**src/rtl/fifo_pkg.sv**
```systemverilog
// Shared definitions for the FIFO serial drain block.
//   DATA_W_DEF : default word width, matches the register FIFO
//   state_t    : drain FSM state encoding (3 bits)
//   ser_t      : serial line output bundle
//   cnt_w      : counter width helper that never returns 0
package fifo_pkg;

  localparam int DATA_W_DEF = 16;

  typedef enum logic [2:0] {
    IDLE   = 3'd0,
    REQ    = 3'd1,
    LOAD   = 3'd2,
    SHIFT  = 3'd3,
    GAP_ST = 3'd4
  } state_t;

  typedef struct packed {
    logic data;
    logic frame;
    logic bit_stb;
  } ser_t;

  // Width of a counter holding 0..n-1; a 1-bit counter when n <= 2.
  function automatic int cnt_w(input int n);
    return (n > 2) ? $clog2(n) : 1;
  endfunction

endpackage

```
**src/rtl/bit_rate_gen.sv**
```systemverilog
// Bit period divider for the serial drain.
//   clk, rstn : clock, async active-low reset
//   clr       : synchronous clear (asserted while the FSM is in LOAD)
//   run       : divider advances only while high (FSM in SHIFT)
//   bit_start : high on the first clk of each bit period
//   bit_end   : high on the last clk of each bit period
// With CLK_DIV=1 both strobes are high on every running cycle.
module bit_rate_gen
  import fifo_pkg::*;
#(
  parameter int CLK_DIV = 4
) (
  input  logic clk,
  input  logic rstn,
  input  logic clr,
  input  logic run,
  output logic bit_start,
  output logic bit_end
);

  localparam int            DW       = cnt_w(CLK_DIV);
  localparam logic [DW-1:0] DIV_LAST = DW'(CLK_DIV - 1);

  logic [DW-1:0] div_q;

  always_ff @(posedge clk or negedge rstn) begin
    if (!rstn)      div_q <= '0;
    else if (clr)   div_q <= '0;
    else if (run)   div_q <= (div_q == DIV_LAST) ? '0 : div_q + 1'b1;
  end

  // Strobes decode registered state only, so they are glitch-safe outputs.
  assign bit_start = run && (div_q == '0);
  assign bit_end   = run && (div_q == DIV_LAST);

endmodule

```
**src/rtl/fifo_serial_drain.sv**
```systemverilog
// Pops words from the register FIFO and shifts them out as framed serial data.
//   clk, rstn   : clock, async active-low reset
//   en          : drain enable, looked at only when idle
//   fifo_empty  : FIFO empty flag
//   fifo_dout   : FIFO read data, valid the cycle after fifo_rd
//   fifo_rd     : one-cycle read pulse
//   ser_data    : serial bit, held CLK_DIV clks per bit
//   ser_frame   : high for every data/parity bit of a frame
//   ser_bit_stb : pulse on the first clk of each bit
//   busy        : high outside IDLE
//   word_done   : pulse on the last clk of the last bit
//   word_cnt    : completed frames, wraps naturally
// Timing: REQ (fifo_rd) at T, LOAD at T+1, first bit at T+2. Between
// back-to-back frames ser_frame is low for GAP + 3 clks (GAP, IDLE, REQ, LOAD).
module fifo_serial_drain
  import fifo_pkg::*;
#(
  parameter int DATA_W    = DATA_W_DEF,
  parameter int CLK_DIV   = 4,
  parameter int GAP       = 2,
  parameter int MSB_FIRST = 1,
  parameter int PARITY_EN = 0
) (
  input  logic              clk,
  input  logic              rstn,
  input  logic              en,
  input  logic              fifo_empty,
  input  logic [DATA_W-1:0] fifo_dout,
  output logic              fifo_rd,
  output logic              ser_data,
  output logic              ser_frame,
  output logic              ser_bit_stb,
  output logic              busy,
  output logic              word_done,
  output logic [15:0]       word_cnt
);

  localparam int            NBITS    = DATA_W + PARITY_EN;
  localparam int            BW       = $clog2(DATA_W + 2);
  localparam logic [BW-1:0] BIT_LAST = BW'(NBITS - 1);
  localparam int            GW       = cnt_w(GAP);
  localparam logic [GW-1:0] GAP_LAST = GW'((GAP > 0) ? GAP - 1 : 0);
  localparam int            SW       = DATA_W + 1;

  state_t        state_q, state_d;
  logic [SW-1:0] sr_q;
  logic [BW-1:0] bit_q;
  logic [GW-1:0] gap_q;
  logic          in_shift, last_bit, bit_start, bit_end;
  logic          head_bit;
  ser_t          ser;

  assign in_shift = (state_q == SHIFT);
  assign last_bit = (bit_q == BIT_LAST);
  // The parity bit rides in the extra shift register slot behind the data,
  // so it falls out after the data bits without a separate mux.
  assign head_bit = (MSB_FIRST != 0) ? sr_q[SW-1] : sr_q[0];

  bit_rate_gen #(.CLK_DIV(CLK_DIV)) u_brg (
    .clk      (clk),
    .rstn     (rstn),
    .clr      (state_q == LOAD),
    .run      (in_shift),
    .bit_start(bit_start),
    .bit_end  (bit_end)
  );

  // Next state and outputs, all decoded from registered state.
  always_comb begin
    state_d     = state_q;
    fifo_rd     = 1'b0;
    busy        = (state_q != IDLE);
    word_done   = 1'b0;
    ser         = '0;
    unique case (state_q)
      IDLE:   if (en && !fifo_empty) state_d = REQ;
      REQ: begin
        fifo_rd = 1'b1;
        state_d = LOAD;
      end
      LOAD:   state_d = SHIFT;
      SHIFT: begin
        ser.frame   = 1'b1;
        ser.data    = head_bit;
        ser.bit_stb = bit_start;
        if (bit_end && last_bit) begin
          word_done = 1'b1;
          state_d   = (GAP == 0) ? IDLE : GAP_ST;
        end
      end
      GAP_ST: if (gap_q == GAP_LAST) state_d = IDLE;
      default: state_d = IDLE;
    endcase
  end

  assign ser_data    = ser.data;
  assign ser_frame   = ser.frame;
  assign ser_bit_stb = ser.bit_stb;

  always_ff @(posedge clk or negedge rstn) begin
    if (!rstn) begin
      state_q  <= IDLE;
      sr_q     <= '0;
      bit_q    <= '0;
      gap_q    <= '0;
      word_cnt <= '0;
    end else begin
      state_q <= state_d;
      case (state_q)
        LOAD: begin
          // Even parity: parity bit = XOR of data, total ones count even.
          sr_q  <= (MSB_FIRST != 0) ? {fifo_dout, ^fifo_dout}
                                    : {^fifo_dout, fifo_dout};
          bit_q <= '0;
          gap_q <= '0;
        end
        SHIFT: if (bit_end) begin
          if (last_bit) begin
            word_cnt <= word_cnt + 16'd1;
          end else begin
            bit_q <= bit_q + 1'b1;
            sr_q  <= (MSB_FIRST != 0) ? (sr_q << 1) : (sr_q >> 1);
          end
        end
        GAP_ST: gap_q <= gap_q + 1'b1;
        default: ;
      endcase
    end
  end

endmodule

```
**config.mk**
```make
export PLATFORM = sky130hd
export DESIGN_NAME = fifo_serial_drain
export DESIGN_NICKNAME = d
export VERILOG_FILES = /design/src/rtl/fifo_pkg.sv /design/src/rtl/bit_rate_gen.sv /design/src/rtl/fifo_serial_drain.sv
export SDC_FILE = /design/constraint.sdc
export NUM_CORES = 1
export LEC_CHECK = 0
export BUFFER_PORTS_ARGS = -buffer_cell sky130_fd_sc_hd__buf_2
export CAP_MARGIN = 20
export CORE_MARGIN = 8
export CORE_UTILIZATION = 55
export CTS_CLUSTER_DIAMETER = 30
export DETAILED_ROUTE_END_ITERATION = 7
export PLACE_DENSITY_LB_ADDON = 0.2
export REMOVE_ABC_BUFFERS = 1
export SETUP_SLACK_MARGIN = 0.3
export SYNTH_ARGS = -nofsm -noshare
export SYNTH_HDL_FRONTEND = slang
export SYNTH_SLANG_ARGS = --single-unit
```
**constraint.sdc**
```tcl
create_clock -name clk -period 2 [get_ports clk]
set_input_delay 0.6 -clock clk [delete_from_list [all_inputs] [get_ports clk]]
set_output_delay 0.6 -clock clk [all_outputs]
set_load 0.1 [all_outputs]
```
==> metrics.md <==
| Metric | Value |
|---|---|
| Hold_ws | 0.3542 ns |
| Detailed-route via count | 1785 |
| Vias in the first global route | 1774 |
| Top FF cell, synth | dfrtp_1 |
| Commonest non-fill, non-tap cell in the layout | nand2_1 |
| TritonCTS Buffers | 5 |
| Most frequent cells in the layout | 45 x nand2_1, 40 x dfrtp_1, 30 x buf_4, 26 x xnor2_1, 20 x nor2_1 |
| Max Cap Viol | 0 |
| Fmax | 470.3 MHz |
| Top cell type's share of synthesized area | 49.77% |
| CTS H-tree depth | 2 |
| Synth area leaders | dfrtp_1 50%, xnor2_1 10%, nand2_1 7.8%, a31oi_1 4.5%, nor2_1 3.4% |
| Worst EP required | 1.40 ns |
| Worst EP arrival | 1.53 ns |
| YS warnings | 0 |
| Share of layout cells above drive strength 1 | 32.99% |
| Worst setup startpoint | bit_q[0]$_DFFE_PN0P_ |
| Worst Tran Pin Value | 0.5525 ns |
| Area leader, netlist | dfrtp_1 |
| 1st-iter DRT viols | 76 |
| Yosys cell types | 31 |
| RSZ-0062 raised after global routing | true |
| First-pass GRT wire length | 8024 um |
| Starting Density | 56.11% |
| # diodes | 0 |
| FF+latch count, synth | 44 |
| Num rows | 23 |
| Post-Syn Area | 2212 um^2 |
| Status | complete, but fails checks |
| PortBufs | 41 |
| DIE AREA | 6308 um^2 |
| Fillers | 278 |
| Slew Viols, Final | 0 |
| Max clock buf depth | 2 |
| Clock net sink count | 44 |
| Tcrit/Tclk final | 106.3% |
| Placer's final routability congestion estimate | 0.7713 |
| NumNets Final | 312 |
| Fin worst setup slack | -0.1263 ns |
| Power Density | 586.2 nW/um^2 |
| Mapped Cells | 226 |
| Die W | 79.42 um |
| GR Overflow Total | 0 |
| WS Path Type | reg -> out |
| Lkg Pwr | 1.468 nW |
| Largest net degree at the start of global routing | 45 |
| Placeable Area | 3943 um^2 |
| # setup viols final | 2 |
| Clk_lat worst skew | 0.31 ns |
| CP endpoint kind | output pin |
| Worst-path clk slew | 0.09 ns |
| ANT nets after route | 0 |
| Area delta synth->final | 35.07% |
| Sequential area share after synthesis | 49.77% |
| DIE HEIGHT | 79.42 um |
| Initial antenna violation count | 0 |
| Overall Global Routing Usage | 15.78% |
| Detailed Routing Iterations Pass 1 | 4 |
| Ports | 42 |
| Worst-path fanout max | 2 |
| Peak supply drop | 0.4950 mV |
| Register area | 1106 um^2 |
| Avg Vias per Cell | 5.281 |
| Syn Area/Cell | 9.788 um^2 |
| Skew final | 0.01339 ns |
| TritonCTS clock tree | built |
| Multi-input gate area | 1094 um^2 |
| Drt total wl | 4875 um |
| Worst r2r src | bit_q[1]$_DFFE_PN0P_ |
| Crit start category | flop |
| Number of synthesized flops with an enable pin | 0 |
| Min-delay worst type | in -> async |
| Fin. Hold Viols | 0 |
| # hold bufs at CTS | 0 |
| Root Buffer | clkbuf_8 |
| HPWL Detailed | 3243 um |
| Slew headroom | 63.17% |
| DRC viols | 0 |
| Post-route setup TNS | -0.1680 ns |
| Shortest period the worst path allows | 2.126 ns |
| Wire per inst | 14.42 um |
| Ys async rst share | 100.0% |
| Failing checks | negative setup slack |
## logic make-up after synthesis
| logic type | share of synthesized area (%) |
|---|---|
| compound gates | 9.785 |
| xor+xnor | 12.67 |
| fa+ha+maj | 2.828 |
| buf+inv | 3.676 |
| flops | 49.77 |
| mux | 0.5090 |
| simple gates | 20.76 |
## final timing paths
kind                       slack [ns]  cells after the start                        to
setup / recovery                -0.13                      6                 word_done
hold / removal                   0.35                      2   word_cnt[2]$_DFFE_PN0P_
setup reg to reg                -0.04                     10      bit_q[3]$_DFFE_PN0P_
hold reg to reg                  0.49                      1  word_cnt[15]$_DFFE_PN0P_
max in group asynchronous        1.23                      2   word_cnt[5]$_DFFE_PN0P_
min in group clk                 0.49                      1  word_cnt[15]$_DFFE_PN0P_
## critical path, stage by stage (launching register included)
cell,delay [ns]
dfrtp_1,0.37
ha_2,0.19
and3_4,0.19
ha_4,0.14
nand2_4,0.06
nor2_8,0.10
buf_12,0.18
## layout make-up
| class | instances | share of cell area [%] |
|---|---|---|
| flip-flops and latches | 44 | 37.02 |
| multi-input cells | 165 | 36.60 |
| repair buffers | 65 | 19.56 |
| clock buffers | 5 | 2.303 |
| well taps | 50 | 2.094 |
| clock inverters | 3 | 1.591 |
| inverters | 6 | 0.8375 |
## Yosys cell counts, types with 2 or more instances
master,n
and3_1,4
nand2b_1,2
and4_1,3
a22o_1,2
buf_4,3
nand2_1,46
xor2_1,6
nand3_1,5
ha_1,5
a21oi_1,2
nand4_1,4
nor2_1,20
o31ai_1,2
a21o_1,3
clkbuf_1,3
o21ai_0,5
a31oi_1,16
nor3_1,3
buf_2,5
and2_1,3
dfrtp_1,44
xnor2_1,26
inv_1,6
## per-layer routing
metal / up-vias / part of all wire (%) / GRT usage, % / wire length [um]
li1: 880 / - / - / -
met1: 853 / 44 / 18.54 / 2164
met2: 44 / 49 / 26.49 / 2407
met3: 8 / 4.9 / 4.617 / 239
met4: 0 / 1.3 / 5.926 / 63
met5: - / 0 / 0 / 0
## repair_timing
action | in CTS | in global routing
endpoints found under the setup margin | 56 | 45
gates resized for setup | 42 | 8
setup buffers | 7 | 5
pin swaps | 6 | 4
gates cloned | 1 | 1
## metrics by stage
| stage | power, mW | setup WS (ns) | std cells | area, um^2 | util [%] |
|---|---|---|---|---|---|
| global placement | 1.070 | 0.07116 | 316 | 2584 | 65.53 |
| CTS | 1.773 | -0.1515 | 332 | 2888 | 73.25 |
| floorplan | 1.012 | -1.316 | 215 | 2153 | - |
| detailed placement | 1.071 | 0.04483 | 316 | 2584 | 65.53 |
| finish | 1.752 | -0.1263 | 338 | 2988 | 75.79 |
| global route | 1.832 | -0.2006 | 338 | 2988 | 75.79 |
## power breakdown
group / total [mW] / switching, mW / internal, mW
sequential: 0.913 / 0.00875 / 0.904
clock: 0.699 / 0.323 / 0.376
combinational: 0.140 / 0.0709 / 0.0688
total: 1.75 / 0.402 / 1.35
## flip-flops by register name, indices dropped and copies added (netlist names)
name         cells
bit_q            5
gap_q            1
sr_q            17
u_brg.div_q      2
state_q          3
word_cnt        16
No activity file was read; power rests on OpenSTA's default activity.
